[src/rtl/uart_pkg.sv]
// Shared UART definitions: TX arbiter state encoding and default line timing
// constants used by the transmitter and receiver.
package uart_pkg;

  typedef enum logic [1:0] {
    IDLE      = 2'd0,
    START     = 2'd1,
    WAIT_BUSY = 2'd2,
    WAIT_DONE = 2'd3
  } arb_state_t;

  localparam int CLK_HZ     = 50_000_000;
  localparam int BAUD       = 115_200;
  localparam int OVERSAMPLE = 16;
  localparam int FRAME_BITS = 10;
  localparam int BAUD_DIV   = (CLK_HZ + BAUD / 2) / BAUD;
  localparam int OS_DIV     = (CLK_HZ + (BAUD * OVERSAMPLE) / 2) / (BAUD * OVERSAMPLE);

endpackage

[src/rtl/rr_pick.sv]
// Rotating priority search: first set bit of req starting at ptr, wrapping modulo NREQ.
// Purely combinational; NREQ must be a power of two so the index wraps naturally.
module rr_pick #(
  parameter int NREQ = 4,
  parameter int IDW  = 2
) (
  input  logic [NREQ-1:0] req,
  input  logic [IDW-1:0]  ptr,
  output logic            found,
  output logic [IDW-1:0]  winner
);

  // Scan from the farthest position back to ptr so the closest hit wins.
  always_comb begin
    found  = 1'b0;
    winner = ptr;
    for (int k = NREQ - 1; k >= 0; k--) begin
      if (req[ptr + IDW'(k)]) begin
        found  = 1'b1;
        winner = ptr + IDW'(k);
      end
    end
  end

endmodule

[src/rtl/uart_tx_arbiter.sv]
// Round-robin, packet-locking arbiter sharing one UART transmitter among NREQ byte sources,
// sequencing each byte through start pulse, busy-wait (with start timeout) and completion.
module uart_tx_arbiter
  import uart_pkg::*;
#(
  parameter int NREQ     = 4,
  parameter int IDW      = 2,
  parameter int START_TO = 15,
  parameter int TOW      = 4
) (
  input  logic              clk,
  input  logic              rst,
  input  logic [NREQ-1:0]   req_valid,
  input  logic [8*NREQ-1:0] req_data,
  input  logic [NREQ-1:0]   req_last,
  output logic [NREQ-1:0]   req_ack,
  output logic              st_tx,
  output logic [7:0]        DataOUT,
  input  logic              rdy_Tx,
  output logic              busy,
  output logic [IDW-1:0]    owner,
  output logic              tx_err
);

  arb_state_t     state;
  logic [IDW-1:0] ptr;
  logic           lock;
  logic           last_q;
  logic [TOW-1:0] cnt;

  logic [NREQ-1:0] elig;
  logic [IDW-1:0]  pick_ptr;
  logic [IDW-1:0]  winner;
  logic            found;
  logic [7:0]      req_byte [NREQ];
  logic            timeout;
  logic            byte_end;

  always_comb begin
    for (int i = 0; i < NREQ; i++) begin
      req_byte[i] = req_data[8*i +: 8];
    end
  end

  // While a packet is open only its owner may be picked, even if it is momentarily idle.
  always_comb begin
    elig     = req_valid;
    pick_ptr = ptr;
    if (lock) begin
      elig     = req_valid & (NREQ'(1) << owner);
      pick_ptr = owner;
    end
  end

  rr_pick #(
    .NREQ (NREQ),
    .IDW  (IDW)
  ) u_pick (
    .req    (elig),
    .ptr    (pick_ptr),
    .found  (found),
    .winner (winner)
  );

  assign timeout  = (state == WAIT_BUSY) && rdy_Tx && (cnt == TOW'(START_TO - 1));
  assign byte_end = timeout || ((state == WAIT_DONE) && rdy_Tx);

  always_ff @(posedge clk or posedge rst) begin
    if (rst) begin
      state   <= IDLE;
      st_tx   <= 1'b0;
      req_ack <= '0;
      tx_err  <= 1'b0;
      busy    <= 1'b0;
      DataOUT <= '0;
      owner   <= '0;
      ptr     <= '0;
      lock    <= 1'b0;
      last_q  <= 1'b0;
      cnt     <= '0;
    end else begin
      st_tx   <= 1'b0;
      req_ack <= '0;
      tx_err  <= timeout;
      case (state)
        IDLE: begin
          if (rdy_Tx && found) begin
            DataOUT <= req_byte[winner];
            owner   <= winner;
            last_q  <= req_last[winner];
            req_ack <= NREQ'(1) << winner;
            st_tx   <= 1'b1;
            busy    <= 1'b1;
            state   <= START;
          end
        end
        START: begin
          cnt   <= '0;
          state <= WAIT_BUSY;
        end
        WAIT_BUSY: begin
          if (!rdy_Tx) begin
            state <= WAIT_DONE;
          end else if (!timeout) begin
            cnt <= cnt + TOW'(1);
          end
        end
        WAIT_DONE: begin
        end
        default: state <= IDLE;
      endcase
      // A timed-out byte was already acked, so it closes the packet state like a normal one.
      if (byte_end) begin
        state <= IDLE;
        busy  <= 1'b0;
        if (last_q) begin
          lock <= 1'b0;
          ptr  <= owner + IDW'(1);
        end else begin
          lock <= 1'b1;
        end
      end
    end
  end

  assert property (@(posedge clk) disable iff (rst) $onehot0(req_ack));
  assert property (@(posedge clk) disable iff (rst) st_tx == (req_ack != '0));

endmodule

[config.mk]
export PLATFORM = sky130hd
export DESIGN_NAME = uart_tx_arbiter
export DESIGN_NICKNAME = d
export VERILOG_FILES = /design/src/rtl/uart_pkg.sv /design/src/rtl/rr_pick.sv /design/src/rtl/uart_tx_arbiter.sv
export SDC_FILE = /design/constraint.sdc
export NUM_CORES = 1
export LEC_CHECK = 0
export ABC_CLOCK_PERIOD_IN_PS = 2200
export CORE_MARGIN = 3
export CORE_UTILIZATION = 35
export CTS_CLUSTER_DIAMETER = 60
export CTS_CLUSTER_SIZE = 30
export DETAILED_ROUTE_END_ITERATION = 7
export MAX_ROUTING_LAYER = met4
export PLACE_DENSITY = 0.7
export SLEW_MARGIN = 15
export SYNTH_ARGS = -nofsm -noshare
export SYNTH_HDL_FRONTEND = slang
export SYNTH_SLANG_ARGS = --single-unit
[constraint.sdc]
create_clock -name clk -period 2.2 [get_ports clk]
set_input_delay 0.55 -clock clk [delete_from_list [all_inputs] [get_ports clk]]
set_output_delay 0.55 -clock clk [all_outputs]
set_load 0.005 [all_outputs]
# Word level (Yosys, flattened, before mapping)
# Index checks and enable logic that the tools add are counted.
word_totals:
  ff_bits: 27
  word_cells: 87
  out_inout_bits: 17
  in_bits: 43
op_classes:
  muxes: 38
  reduce_logical: 15
  bitwise: 2
  n_addsub: 5
  eq_ne: 8
  n_lt_le_gt_ge: 6
  shift: 2
ops:
  columns: ["op", "n"]
  rows:
  - ["4-bit two-way mux", 5]
  - ["8-bit binary-select mux with 2-bit select", 1]
  - ["2-bit two-way mux", 8]
  - ["8-bit two-way mux", 2]
  - ["2-bit by 3-bit < comparator with 1-bit output, second input constant", 5]
  - ["1-bit two-way mux", 15]
  - ["1-bit binary-select mux with 2-bit select", 5]
  - ["4-bit one-hot mux with 2 select lines", 1]
  - ["1-bit by 2-bit << shifter with 4-bit output, first input constant", 2]
  - ["3-bit != test, second input constant", 2]
  - ["2-bit one-hot mux with 3 select lines", 1]
  - ["2-bit AND reduction", 3]
  - ["3-bit AND reduction", 2]
  - ["2-bit nonzero test", 3]
  - ["2-bit by 1-bit adder with 2-bit output, second input constant", 2]
  - ["2-bit adder, second input constant", 2]
  - ["4-bit by 1-bit adder with 4-bit output, second input constant", 1]
  - ["4-bit bitwise AND", 1]
  - ["2-bit == test, second input constant", 2]
  - ["4-bit == test, second input constant", 1]
  - ["1-bit logical AND", 4]
  - ["2-bit != test, second input constant", 2]
  - ["4-bit nonzero test", 1]
  - ["3-bit greater-or-equal comparator, second input constant", 1]
  - ["4 further kinds", 4]

# Longest topological paths before layout
# Gate-level depths: netlist of the first run.
logic_depth:
  word_depth: 13
  depth_mapped: 10
  ltp_nobuf: 8

# By module
# From an unflattened synthesis of the first run, not the netlist that was laid out.
unflattened:
  cells_unflattened: 151
  area_unflattened_um2: 1604.0
by_module_without_submodules:
  columns: ["mod", "seq_area_each_um2", "instances", "area_per_inst_um2", "cells_per_inst"]
  rows:
  - ["uart_tx_arbiter", 675.6, 1, 1503.9, 135]
  - ["rr_pick", 0.0, 1, 100.1, 16]

# Least setup slack after synthesis of the first run
# No wires, ideal clock.
synth_path:
  path_kind: "register to register"
  start: "reg owner[0]"
  end: "reg state[0]"
  slack_ns: 0.097
  required_ns: 2.075
  path_buffers: 1
  t_arrival_ns: 1.978
  path_stages_with_launch: 10
  setup_ns: 0.125
  period_less_slack_ns: 2.103
  cell_sequence: "dfrtp_1 -> inv_1 -> ha_1 -> a22oi_1 -> o21a_1 -> a31o_1 -> buf_6 -> inv_2 -> o32a_1 -> mux2_4"
synth_via:
  elab_chain_cells: 12
  word_cells_on_any_way: 22
  classes_between: "add/sub (3); eq/ne (1); shift (1); mux (14); bitwise (1); reduce/logical (2)"
synth_rtl:
  columns: ["item", "line", "source"]
  rows:
  - ["from (decl)", "uart_tx_arbiter.sv:21", "output logic [IDW-1:0] owner,"]
  - ["from (signal assigned)", "uart_tx_arbiter.sv:89", "owner <= winner;"]
  - ["branches (longest 8 deep; another with 2-bit adder)", null, null]
  - ["1-bit two-way mux (*)", "rr_pick.sv:18", "if (req[ptr + IDW'(k)]) begin"]
  - ["1-bit logical AND (*)", "uart_tx_arbiter.sv:87", "if (rdy_Tx && found) begin"]
  - ["3-bit != test (no line) (*)", null, null]
  - ["3-bit AND reduction (no line) (*)", null, null]
  - ["to (signal assigned)", "uart_tx_arbiter.sv:94", "state <= START;"]
  - ["to (signal assigned)", "uart_tx_arbiter.sv:99", "state <= WAIT_BUSY;"]
  - ["to (signal assigned)", "uart_tx_arbiter.sv:103", "state <= WAIT_DONE;"]
  - ["to (decl)", "uart_tx_arbiter.sv:25", "arb_state_t state;"]
# Mark *: on every way between the ends. The select of a mux whose other input is x is not followed.
# A chain may end at the register's enable or synchronous reset.

# Worst setup path after layout of the first run
layout_path:
  start: "in req_valid[2]"
  end: "reg DataOUT[0]"
layout_via:
  elab_chain_cells: 12
  word_cells_on_any_way: 24
  classes_between: "mux (20); bitwise (2); reduce/logical (2)"
layout_rtl:
  columns: ["item", "line", "source"]
  rows:
  - ["from (decl)", "uart_tx_arbiter.sv:13", "input logic [NREQ-1:0] req_valid,"]
  - ["4-bit bitwise AND", "uart_tx_arbiter.sv:50", "elig = req_valid & (NREQ'(1) << owner);"]
  - ["4-bit two-way mux (*)", "uart_tx_arbiter.sv:49", "if (lock) begin"]
  - ["1-bit binary-select mux with 2-bit select", "rr_pick.sv:18", null]
  - ["1-bit two-way mux (implied by the code)", "rr_pick.sv:18", null]
  - ["2-bit two-way mux (4 in a row)", "rr_pick.sv:18", null]
  - ["2-bit inverter with 3-bit output (implied by the code)", "uart_tx_arbiter.sv:88", "DataOUT <= req_byte[winner];"]
  - ["8-bit binary-select mux with 2-bit select", "uart_tx_arbiter.sv:88", null]
  - ["8-bit two-way mux (implied by the code) (2 in a row)", "uart_tx_arbiter.sv:88", null]
  - ["to (signal assigned)", "uart_tx_arbiter.sv:88", null]
  - ["to (decl)", "uart_tx_arbiter.sv:18", "output logic [7:0] DataOUT,"]
# Mark *: on every way between the ends. The rest lies on a longest branch, timed or not. The select of a mux whose other input is x is not followed.

==> reports/results.txt, run 1 <==
Detailed-placement wirelength estimate = 3530 um
Top-Level Pins = 60
CTS Sinks = 27
Final hold vios = 0
Data arrival time of the critical path = 2320 ps
Post-route clock period utilization = 0.978
Share of flip-flops with an asynchronous set or reset after synthesis = 1.00
Setup-failing EPs final = 0
Reg-to-Reg Start = owner[0]
Type of destination of the critical path = flip-flop
# rows = 25
Hold_ws = 496 ps
Worst endpoint required time = 2360 ps
Routed len/inst = 14.7 um
Minimum clock period = 2150 ps
Area fraction in and, or, nand and nor cells after synthesis = 0.159
Highest clock rate = 0.465 GHz
Fillers = 437
Placer Congestion = 0.815
Die Outline Area = 6060 um^2
Max-slew violation count = 0
CTS root buf = sky130_fd_sc_hd__clkbuf_8
Number of distinct standard cells referenced by the synthesized netlist = 46
Wire length of the first global-routing pass = 7430 um
Fraction of synthesized cell area in xor and xnor cells = 0.00970
Adder-cell area share of the yosys netlist = 0.0693
Run status = completed
Max capacitance violation total = 0
Cell depth of the worst flop-to-flop path = 7
Capture point of the worst reg-to-reg path = state[0]
Post-synthesis area per instance = 10.4 um^2
LEAKAGE = 0.00127 uW
GRT Residual Overflow = 0
Via count of the first global-routing pass = 1623
Final net count = 313
Horizontal die dimension = 77.8 um
Total track usage = 0.154
CP Launch Type = primary input
Seq cells post-synth = 27
Post-route worst setup slack = 49.1 ps
Worst rel slew slack = 0.766
Clock insertion delay at the later pin of the skew report = 270 ps
Most common cell after layout, fill and taps aside = sky130_fd_sc_hd__clkdlybuf4s50_1
Initial DRC Count = 66
Number of flops mapped to enable cells by yosys = 0
Area after detailed placement = 2570 um^2
Fin cells = 326
Max Fanout on Critical Path = 5
Area fraction of the dominant cell type after synthesis = 0.374
Ys flop type = sky130_fd_sc_hd__dfrtp_1
R2R setup slack = 100 ps
Total nets after synthesis = 227
Number of buffer cells added on primary ports = 59
Vertical die dimension = 77.8 um
Number of CTS-inserted buffers = 3
Setup total negative slack = 0 ps
Combinational family with the most area after synthesis = compound AO/OA/AOI/OAI gates
CTS max path bufs = 2
Critical path endpoint = DataOUT[0]
Type of the tightest min-delay check = flip-flop to flip-flop
Clock H-tree levels = 1
Total non-filler cell area in the finished layout = 2750 um^2
Summed instance area of the synthesized netlist = 1810 um^2
Power density of the placed cells = 1170 nW/um^2
Dominant cell type by area after synthesis = sky130_fd_sc_hd__dfrtp_1
Antenna violations before repair = 0
Proportion of synthesized area in mux cells = 0.0949
Area of the core = 4850 um^2
CTS clock-pin slew for the worst setup and hold paths = 100 ps
CP Class = primary input to flip-flop
TritonCTS clock tree = yes
Leading post-synthesis cells by cell area = sky130_fd_sc_hd__dfrtp_1, sky130_fd_sc_hd__mux2i_1, sky130_fd_sc_hd__ha_1
DRC violation count after routing = 0
Seq/Total Area, Yosys = 0.374
Largest net degree at the start of global routing = 28
Share of post-route cells with drive strength above 1 = 0.301
Number of vias per cell = 5.10
Total of hold buffers inserted after clock tree synthesis = 0
Post-Synthesis Cells = 174
Initial Util = 0.373
Synth warn = 0
Least-Margin Pin Slew = 351 ps
P&R area growth vs syn = 51.9%
Commonest cells after routing, fill and taps aside = sky130_fd_sc_hd__clkdlybuf4s50_1, sky130_fd_sc_hd__dfrtp_1, sky130_fd_sc_hd__buf_4
Placed Cells incl. Taps = 315
Setup crit start = req_valid[2]
Clock skew = 0.757 ps
Fraction of the mapped netlist area in compound gates = 0.238
Antenna diode instance count = 0
Post-route antenna net violation count = 0
Sum of routed wire length over all layers = 4790 um
Maximum VDD drop = 0.563 mV
Detailed-routing iteration count for the pre-antenna-repair pass = 4
Via Count = 1663
Post-Place Setup Slack = -339 ps
-- how the worst min path moves through the flow --
stage | from | to | slack [ps] | depth (start not counted)
after floorplan | last_q | lock | 450 | 1
after global placement | ptr[0] | ptr[0] | 470 | 2
after detailed placement | DataOUT[7] | DataOUT[7] | 470 | 2
after CTS | ptr[0] | ptr[0] | 500 | 2
after global routing | ptr[1] | ptr[1] | 530 | 1
final | ptr[0] | ptr[0] | 500 | 2
-- synthesized netlist by cell type (3+ instances only) --
cell type / instances
sky130_fd_sc_hd__dfrtp_1: 27
sky130_fd_sc_hd__mux2i_1: 13
sky130_fd_sc_hd__buf_6: 3
sky130_fd_sc_hd__o21ai_2: 3
sky130_fd_sc_hd__inv_1: 7
sky130_fd_sc_hd__a21boi_0: 8
sky130_fd_sc_hd__nand2b_1: 3
sky130_fd_sc_hd__o21ai_1: 8
sky130_fd_sc_hd__and3_2: 8
sky130_fd_sc_hd__nand2_1: 19
sky130_fd_sc_hd__nor2_1: 9
sky130_fd_sc_hd__a21oi_1: 4
sky130_fd_sc_hd__ha_1: 10
sky130_fd_sc_hd__o211ai_2: 9
sky130_fd_sc_hd__and3_1: 3
-- kinds of logic after synthesis --
family / Yosys count
and+or+nand+nor: 54
AOI/OAI and AO/OA: 50
DFF: 27
muxes: 16
buffers and inverters: 15
adders and majority gates: 10
xor gates and xnor gates: 2
-- power breakdown --
group	switching [uW]	internal, uW
Sequential	144	672
Combinational	1020	1090
Clock	165	129
-- final cells by class --
class | count | area (um^2) | share of cell area
clock inverters | 1 | 7.51 | 0.00273
well taps | 67 | 83.8 | 0.0305
multi-input cells | 135 | 1120 | 0.409
clock buffers | 3 | 41.3 | 0.0150
flip-flops and latches | 27 | 678 | 0.247
repair buffers | 84 | 777 | 0.283
inverters | 9 | 33.8 | 0.0123
-- state kept, by name, indices dropped and copies added, names as in the netlist --
name / count
owner: 2
lock: 1
busy: 1
cnt: 4
tx_err: 1
state: 2
st_tx: 1
last_q: 1
ptr: 2
req_ack: 4
DataOUT: 8
-- metrics by stage --
step | total power (uW) | util
after floorplan | 2040 | -
after global placement | 2600 | 0.531
after detailed placement | 2660 | 0.531
after CTS | 3050 | 0.548
after global routing | 3460 | 0.566
final | 3220 | 0.566
-- layer usage --
metal  vias up  wire length, um  track usage
li1        809                -            -
met2        37             2560        0.276
met5         -                0            -
met4         0               21       0.0107
met1       813             2040        0.188
met3         4              162       0.0290
-- worst max-delay path, stage by stage --
cell	delay (ps)
sky130_fd_sc_hd__clkdlybuf4s50_1	500
sky130_fd_sc_hd__nor2_1	50
sky130_fd_sc_hd__o21a_2	250
sky130_fd_sc_hd__a221o_2	460
sky130_fd_sc_hd__and3_2	260
sky130_fd_sc_hd__o21ai_2	150
sky130_fd_sc_hd__o211ai_2	90
-- timing repair --
action | in CTS | in global routing
buffers inserted | 2 | 2
pin swaps | 0 | 1
resized for setup | 5 | 15
gates cloned | 1 | 2
endpoints found under the setup margin | 10 | 12
No activity file was read; power rests on OpenSTA's default activity.
==> inputs of run 2 (changes only) <==
RECOVER_POWER = 25   (was not set)
REMOVE_ABC_BUFFERS = 1   (was not set)
==> reports/results.txt, run 2 (same netlist as run 1, synthesis figures left out) <==
Setup-failing EPs final = 0 (unchanged)
Post-route worst setup slack = 19.6 ps (-29.5 ps)
TritonCTS clock tree = yes
Final hold vios = 0 (unchanged)
Maximum cell stage delay along the critical path = 450 ps (-50 ps)
Worst hold path startpoint = ptr[0]
Clock insertion delay at the later pin of the skew report = 270 ps (about the same)
Fillers = 421 (-3.7%)
Total of hold buffers inserted after clock tree synthesis = 0 (unchanged)
CTS max path bufs = 2 (unchanged)
Overall power = 3510 uW (+9.0%)
Data arrival time of the critical path = 2340 ps (+20 ps)
Post-Place Setup Slack = -354 ps (-15.0 ps)
Least-Margin Pin Slew = 682 ps (+331 ps)
GRT Residual Overflow = 0 (unchanged)
Detailed-placement wirelength estimate = 3340 um (-5.2%)
Power density of the placed cells = 1240 nW/um^2 (+5.5%)
Number of CTS-inserted buffers = 3 (unchanged)
Max-slew violation count = 0 (unchanged)
Antenna diode instance count = 0 (unchanged)
R2R setup slack = 20 ps (-80 ps)
Type of destination of the critical path = flip-flop
# rows = 25 (unchanged)
Sum of routed wire length over all layers = 5130 um (+7.2%)
Wire length of the first global-routing pass = 7600 um (+2.2%)
Number of vias per cell = 4.95 (-2.9%)
Final net count = 320 (+2.2%)
Cell-by-cell listing of the critical path = buf_4 -> mux2i_4 -> nand2_2 -> a221o_2 -> buf_4 -> and3_2 -> o21ai_2 -> o211ai_2
Via Count = 1649 (-0.84%)
Horizontal die dimension = 77.8 um (unchanged)
Worst endpoint required time = 2360 ps (about the same)
Total track usage = 0.159 (+0.00519)
Top-Level Pins = 60 (unchanged)
Max capacitance violation total = 0 (unchanged)
Routed len/inst = 15.4 um (+4.9%)
Run status = completed
Most common cell after layout, fill and taps aside = sky130_fd_sc_hd__clkdlybuf4s50_1
Detailed-routing iteration count for the pre-antenna-repair pass = 4 (unchanged)
Via count of the first global-routing pass = 1645 (+1.4%)
Max FFs per register = 8 (unchanged)
Largest net degree at the start of global routing = 28 (unchanged)
Hold_ws = 487 ps (-9.55 ps)
Antenna violations before repair = 0 (unchanged)
CTS Sinks = 27 (unchanged)
Vertical die dimension = 77.8 um (unchanged)
CP Class = flip-flop to flip-flop
CTS clock-pin slew for the worst setup and hold paths = 90 ps (about the same)
Worst rel slew slack = 0.545 (-0.220)
Highest clock rate = 0.459 GHz (-1.4%)
Minimum clock period = 2180 ps (+29.5 ps)
Area of the core = 4850 um^2 (unchanged)
Initial Util = 0.373 (unchanged)
Initial DRC Count = 69 (+4.5%)
Clock H-tree levels = 1 (unchanged)
Post-route clock period utilization = 0.991 (+0.0134)
Cell depth of the worst hold path = 2 (unchanged)
Cell depth of the worst flop-to-flop path = 8 (+1)
Capture point of the worst reg-to-reg path = last_q
Die Outline Area = 6060 um^2 (unchanged)
Most common cell on crit path = sky130_fd_sc_hd__buf_4
Reg-to-Reg Start = owner[1]
LEAKAGE = 0.00131 uW (+3.0%)
Commonest cells after routing, fill and taps aside = sky130_fd_sc_hd__clkdlybuf4s50_1, sky130_fd_sc_hd__buf_4, sky130_fd_sc_hd__dfrtp_1
CTS root buf = sky130_fd_sc_hd__clkbuf_8
Max Fanout on Critical Path = 6 (+1)
DRC violation count after routing = 0 (unchanged)
Post-route antenna net violation count = 0 (unchanged)
Largest Register = DataOUT
CP Launch Type = flip-flop
P&R area growth vs syn = 56.9%
Placer Congestion = 0.833 (+2.2%)
Largest registers = DataOUT (8), cnt (4), req_ack (4)
Type of the tightest min-delay check = flip-flop to flip-flop
Maximum VDD drop = 0.672 mV (+19%)
Clock skew = 3.20 ps (+2.44 ps)
Hold worst-path end = ptr[0]
CP max stage cell = sky130_fd_sc_hd__dfrtp_2
Share of post-route cells with drive strength above 1 = 0.335 (+0.0334)
Number of buffer cells added on primary ports = 59 (unchanged)
-- run 2: cell count changes in the layout (fill, tap and decap cells not counted), sizes merged --
cell	before	now
clkinv	0	1
clkbuf	3	4
nand2	21	20
buf	25	31
a211o	1	2
clkinvlp	1	0
dlymetal6s2s	0	2
dlygate4sd2	1	0
dlygate4sd3	0	1
clkdlybuf4s50	58	56
-- run 2: worst max-delay path, delay by kind of cell, from the launching register on --
family	cells	cell delay, ps
compound gates	3	680
flops	1	450
simple gates	2	360
buf+inv	2	320
mux	1	250
-- run 2: stage by stage --
stage	TNS, ps	cell area, um^2	std cells	utilization
5_1_grt	-136	2840	333	0.585
3_5_place_dp	-4330	2580	316	0.532
6_report	0	2840	333	0.585
4_1_cts	0	2670	322	0.551
2_1_floorplan	-136	1740	168	-
3_3_place_gp	-3800	2580	316	0.532
-- run 2: routing by layer --
layer	vias to the layer above	track usage	part of all wire
met2	54	0.256	0.50
met4	0	0.0409	0.016
li1	819	-	-
met5	-	-	0
met3	8	0.0325	0.049
met1	768	0.205	0.43
-- run 2: worst max-delay path by stage --
stage / cells past startpoint / start / endpoint
floorplan: 8 / owner[0] / state[0]
global placement: 7 / req_valid[3] / DataOUT[5]
detailed placement: 7 / req_valid[3] / DataOUT[5]
CTS: 8 / owner[1] / DataOUT[5]
global route: 8 / owner[1] / DataOUT[3]
finish: 8 / owner[1] / last_q
-- run 2: cell type report --
cell class | instances | area (um^2) | area share
Timing Repair Buffer | 91 | 846 | 0.298
Inverter | 9 | 33.8 | 0.0119
Clock inverter | 1 | 5.00 | 0.00177
Clock buffer | 3 | 41.3 | 0.0146
Multi-Input combinational cell | 135 | 1150 | 0.405
Sequential cell | 27 | 678 | 0.239
Tap cell | 67 | 83.8 | 0.0296
-- run 2: report_power, final --
part | internal (uW) | switching [uW] | leakage (uW)
clock network | 127 | 156 | 0.0000255
logic | 1280 | 1120 | 0.000941
registers | 672 | 148 | 0.000343
-- run 2: what timing repair did --
action,4_1_cts,5_1_grt
pin swaps,0,6
setup buffers,0,10
resized for setup,5,22
setup endpoints to repair,9,12
cloned,2,1
==> inputs of run 3 (changes only) <==
CAP_MARGIN = 25   (was not set)
CORE_MARGIN = 5   (was 3)
SETUP_SLACK_MARGIN = 0.5   (was not set)
==> reports/results.txt, run 3 (same netlist as run 1, synthesis figures left out) <==
DRC violation count after routing = 0 (unchanged)
Number of CTS-inserted buffers = 3 (unchanged)
CP delay by family, top = compound AO/OA/AOI/OAI gates
Sequential Power Share = 0.220 (-0.014)
Type of destination of the critical path = flip-flop
Detailed-placement wirelength estimate = 3420 um (+2.2%)
CP max stage cell = sky130_fd_sc_hd__dfrtp_2
Number of vias per cell = 4.99 (+0.73%)
Post-route clock period utilization = 0.952 (-0.0395)
Data arrival time of the critical path = 2270 ps (-70 ps)
Maximum VDD drop = 0.578 mV (-14%)
Largest registers = DataOUT (8), cnt (4), req_ack (4)
Worst endpoint required time = 2380 ps (+20 ps)
CTS max path bufs = 2 (unchanged)
Area after detailed placement = 2590 um^2 (+0.44%)
Max Fanout on Critical Path = 5 (-1)
Final net count = 327 (+2.2%)
Vertical die dimension = 81.8 um (+5.1%)
Max-slew violation count = 0 (unchanged)
Via count of the first global-routing pass = 1721 (+4.6%)
P&R area growth vs syn = 68.6%
Number of buffer cells added on primary ports = 59 (unchanged)
Routed len/inst = 14.5 um (-5.9%)
Clock skew = 7.87 ps (+4.67 ps)
Antenna diode instance count = 0 (unchanged)
Highest clock rate = 0.478 GHz (+4.1%)
Part of the power in the clock network = 0.082 (about the same)
Detailed-routing iteration count for the pre-antenna-repair pass = 4 (unchanged)
Setup-failing EPs final = 0 (unchanged)
Total non-filler cell area in the finished layout = 3050 um^2 (+7.5%)
Clock H-tree levels = 1 (unchanged)
Die Outline Area = 6700 um^2 (+11%)
GRT Residual Overflow = 0 (unchanged)
Least-Margin Pin Slew = 665 ps (-17.1 ps)
CTS root buf = sky130_fd_sc_hd__clkbuf_8
Most common cell after layout, fill and taps aside = sky130_fd_sc_hd__clkdlybuf4s50_1
Area of the core = 5070 um^2 (+4.7%)
Final standard cell utilization of the core = 0.600 (+0.0156)
LEAKAGE = 0.00145 uW (+11%)
Top-Level Pins = 60 (unchanged)
Sum of routed wire length over all layers = 4970 um (-3.1%)
Antenna violations before repair = 0 (unchanged)
Placer Congestion = 0.801 (-3.8%)
Share of post-route cells with drive strength above 1 = 0.410 (+0.0757)
Max capacitance violation total = 0 (unchanged)
Largest net degree at the start of global routing = 28 (unchanged)
Setup repair after global routing missed its margin = true
Net load switching power = 1470 uW (+2.9%)
Internal cell power = 2110 uW (+1.3%)
Final hold vios = 0 (unchanged)
TritonCTS clock tree = yes
Post-route antenna net violation count = 0 (unchanged)
Worst rel slew slack = 0.557 (+0.0114)
CP Launch Type = flip-flop
Initial Util = 0.356 (-0.0166)
CTS clock-pin slew for the worst setup and hold paths = 100 ps (about the same)
CP Class = flip-flop to flip-flop
Clock insertion delay at the later pin of the skew report = 280 ps (about the same)
Horizontal die dimension = 81.8 um (+5.1%)
Total track usage = 0.152 (-0.00727)
Minimum clock period = 2090 ps (-86.8 ps)
Type of the tightest min-delay check = flip-flop to flip-flop
Combinational power share = 0.697 (+0.011)
Commonest cells after routing, fill and taps aside = sky130_fd_sc_hd__clkdlybuf4s50_1, sky130_fd_sc_hd__dfrtp_1, sky130_fd_sc_hd__buf_4
Switch share = 0.411 (+0.00388)
Buffers plus inverters on the worst setup path = 2 (unchanged)
# rows = 26 (+4.0%)
Maximum cell stage delay along the critical path = 450 ps (about the same)
Initial DRC Count = 34 (-51%)
Max FFs per register = 8 (unchanged)
Fillers = 432 (+2.6%)
Cell-by-cell listing of the critical path = buf_6 -> ha_4 -> a22oi_2 -> o21a_2 -> a31o_1 -> inv_2 -> o32a_1 -> mux2_4
Via Count = 1711 (+3.8%)
Largest Register = DataOUT
CTS Sinks = 27 (unchanged)
Wire length of the first global-routing pass = 7730 um (+1.7%)
Power density of the placed cells = 1170 nW/um^2 (-5.1%)
Run status = completed
run 3: power by group through the flow:
stage | registers, uW | logic (uW) | clock network, uW
6_report | 789 | 2490 | 295
5_1_grt | 813 | 2690 | 315
4_1_cts | 782 | 2220 | 289
3_5_place_dp | 792 | 1850 | 0
3_3_place_gp | 791 | 1810 | 0
2_1_floorplan | 797 | 1120 | 0
run 3: path summary, 6_finish.rpt:
check	end	depth (start not counted)	startpoint	slack [ps]
min in group asynchronous	req_ack[2]	3	rst	870
max in group asynchronous	owner[0]	3	rst	850
hold / removal	ptr[0]	2	ptr[0]	490
setup reg to reg	state[0]	8	owner[0]	110
hold reg to reg	ptr[0]	2	ptr[0]	490
setup / recovery	state[0]	8	owner[0]	110
run 3: through the flow:
stage / setup slack [ps] / hold slack [ps] / setup TNS, ps / instances / total power [uW]
floorplan: -136 / 449 / -136 / 168 / 1920
global placement: -294 / 465 / -3880 / 320 / 2600
detailed placement: -364 / 469 / -4800 / 320 / 2640
CTS: 114 / 495 / 0 / 336 / 3290
global route: 26.6 / 524 / 0 / 343 / 3820
finish: 106 / 487 / 0 / 343 / 3580
run 3: final cells by class:
| type | count | area [um^2] | share of cell area |
|---|---|---|---|
| timing repair buffer | 98 | 935 | 0.307 |
| multi-input combinational | 135 | 1270 | 0.416 |
| clock buffer | 3 | 41.3 | 0.0136 |
| sequential | 27 | 677 | 0.222 |
| inverter | 9 | 33.8 | 0.0111 |
| tap | 70 | 87.6 | 0.0287 |
| clock inverter | 1 | 5.00 | 0.00164 |
run 3: worst min-delay path, stage by stage (launching register included):
cell                      delay (ps)
sky130_fd_sc_hd__dfrtp_1         350
sky130_fd_sc_hd__nand2_1          40
sky130_fd_sc_hd__o21ai_0          60
run 3: what timing repair did:
item,in CTS,in global routing
gates cloned,3,0
gates resized for setup,39,40
pin swaps,8,7
hold buffers,0,0
endpoints found under the hold margin,0,0
setup endpoints to repair,26,26
setup buffers,9,7
run 3: layer usage:
layer / vias to the layer above / routed length (um) / share of wire / GRT usage
met5: - / 0 / 0 / -
met4: 0 / 77 / 0.015 / 0.0498
met3: 8 / 173 / 0.035 / 0.0164
met2: 50 / 2730 / 0.55 / 0.271
met1: 823 / 1990 / 0.40 / 0.178
li1: 830 / - / - / -
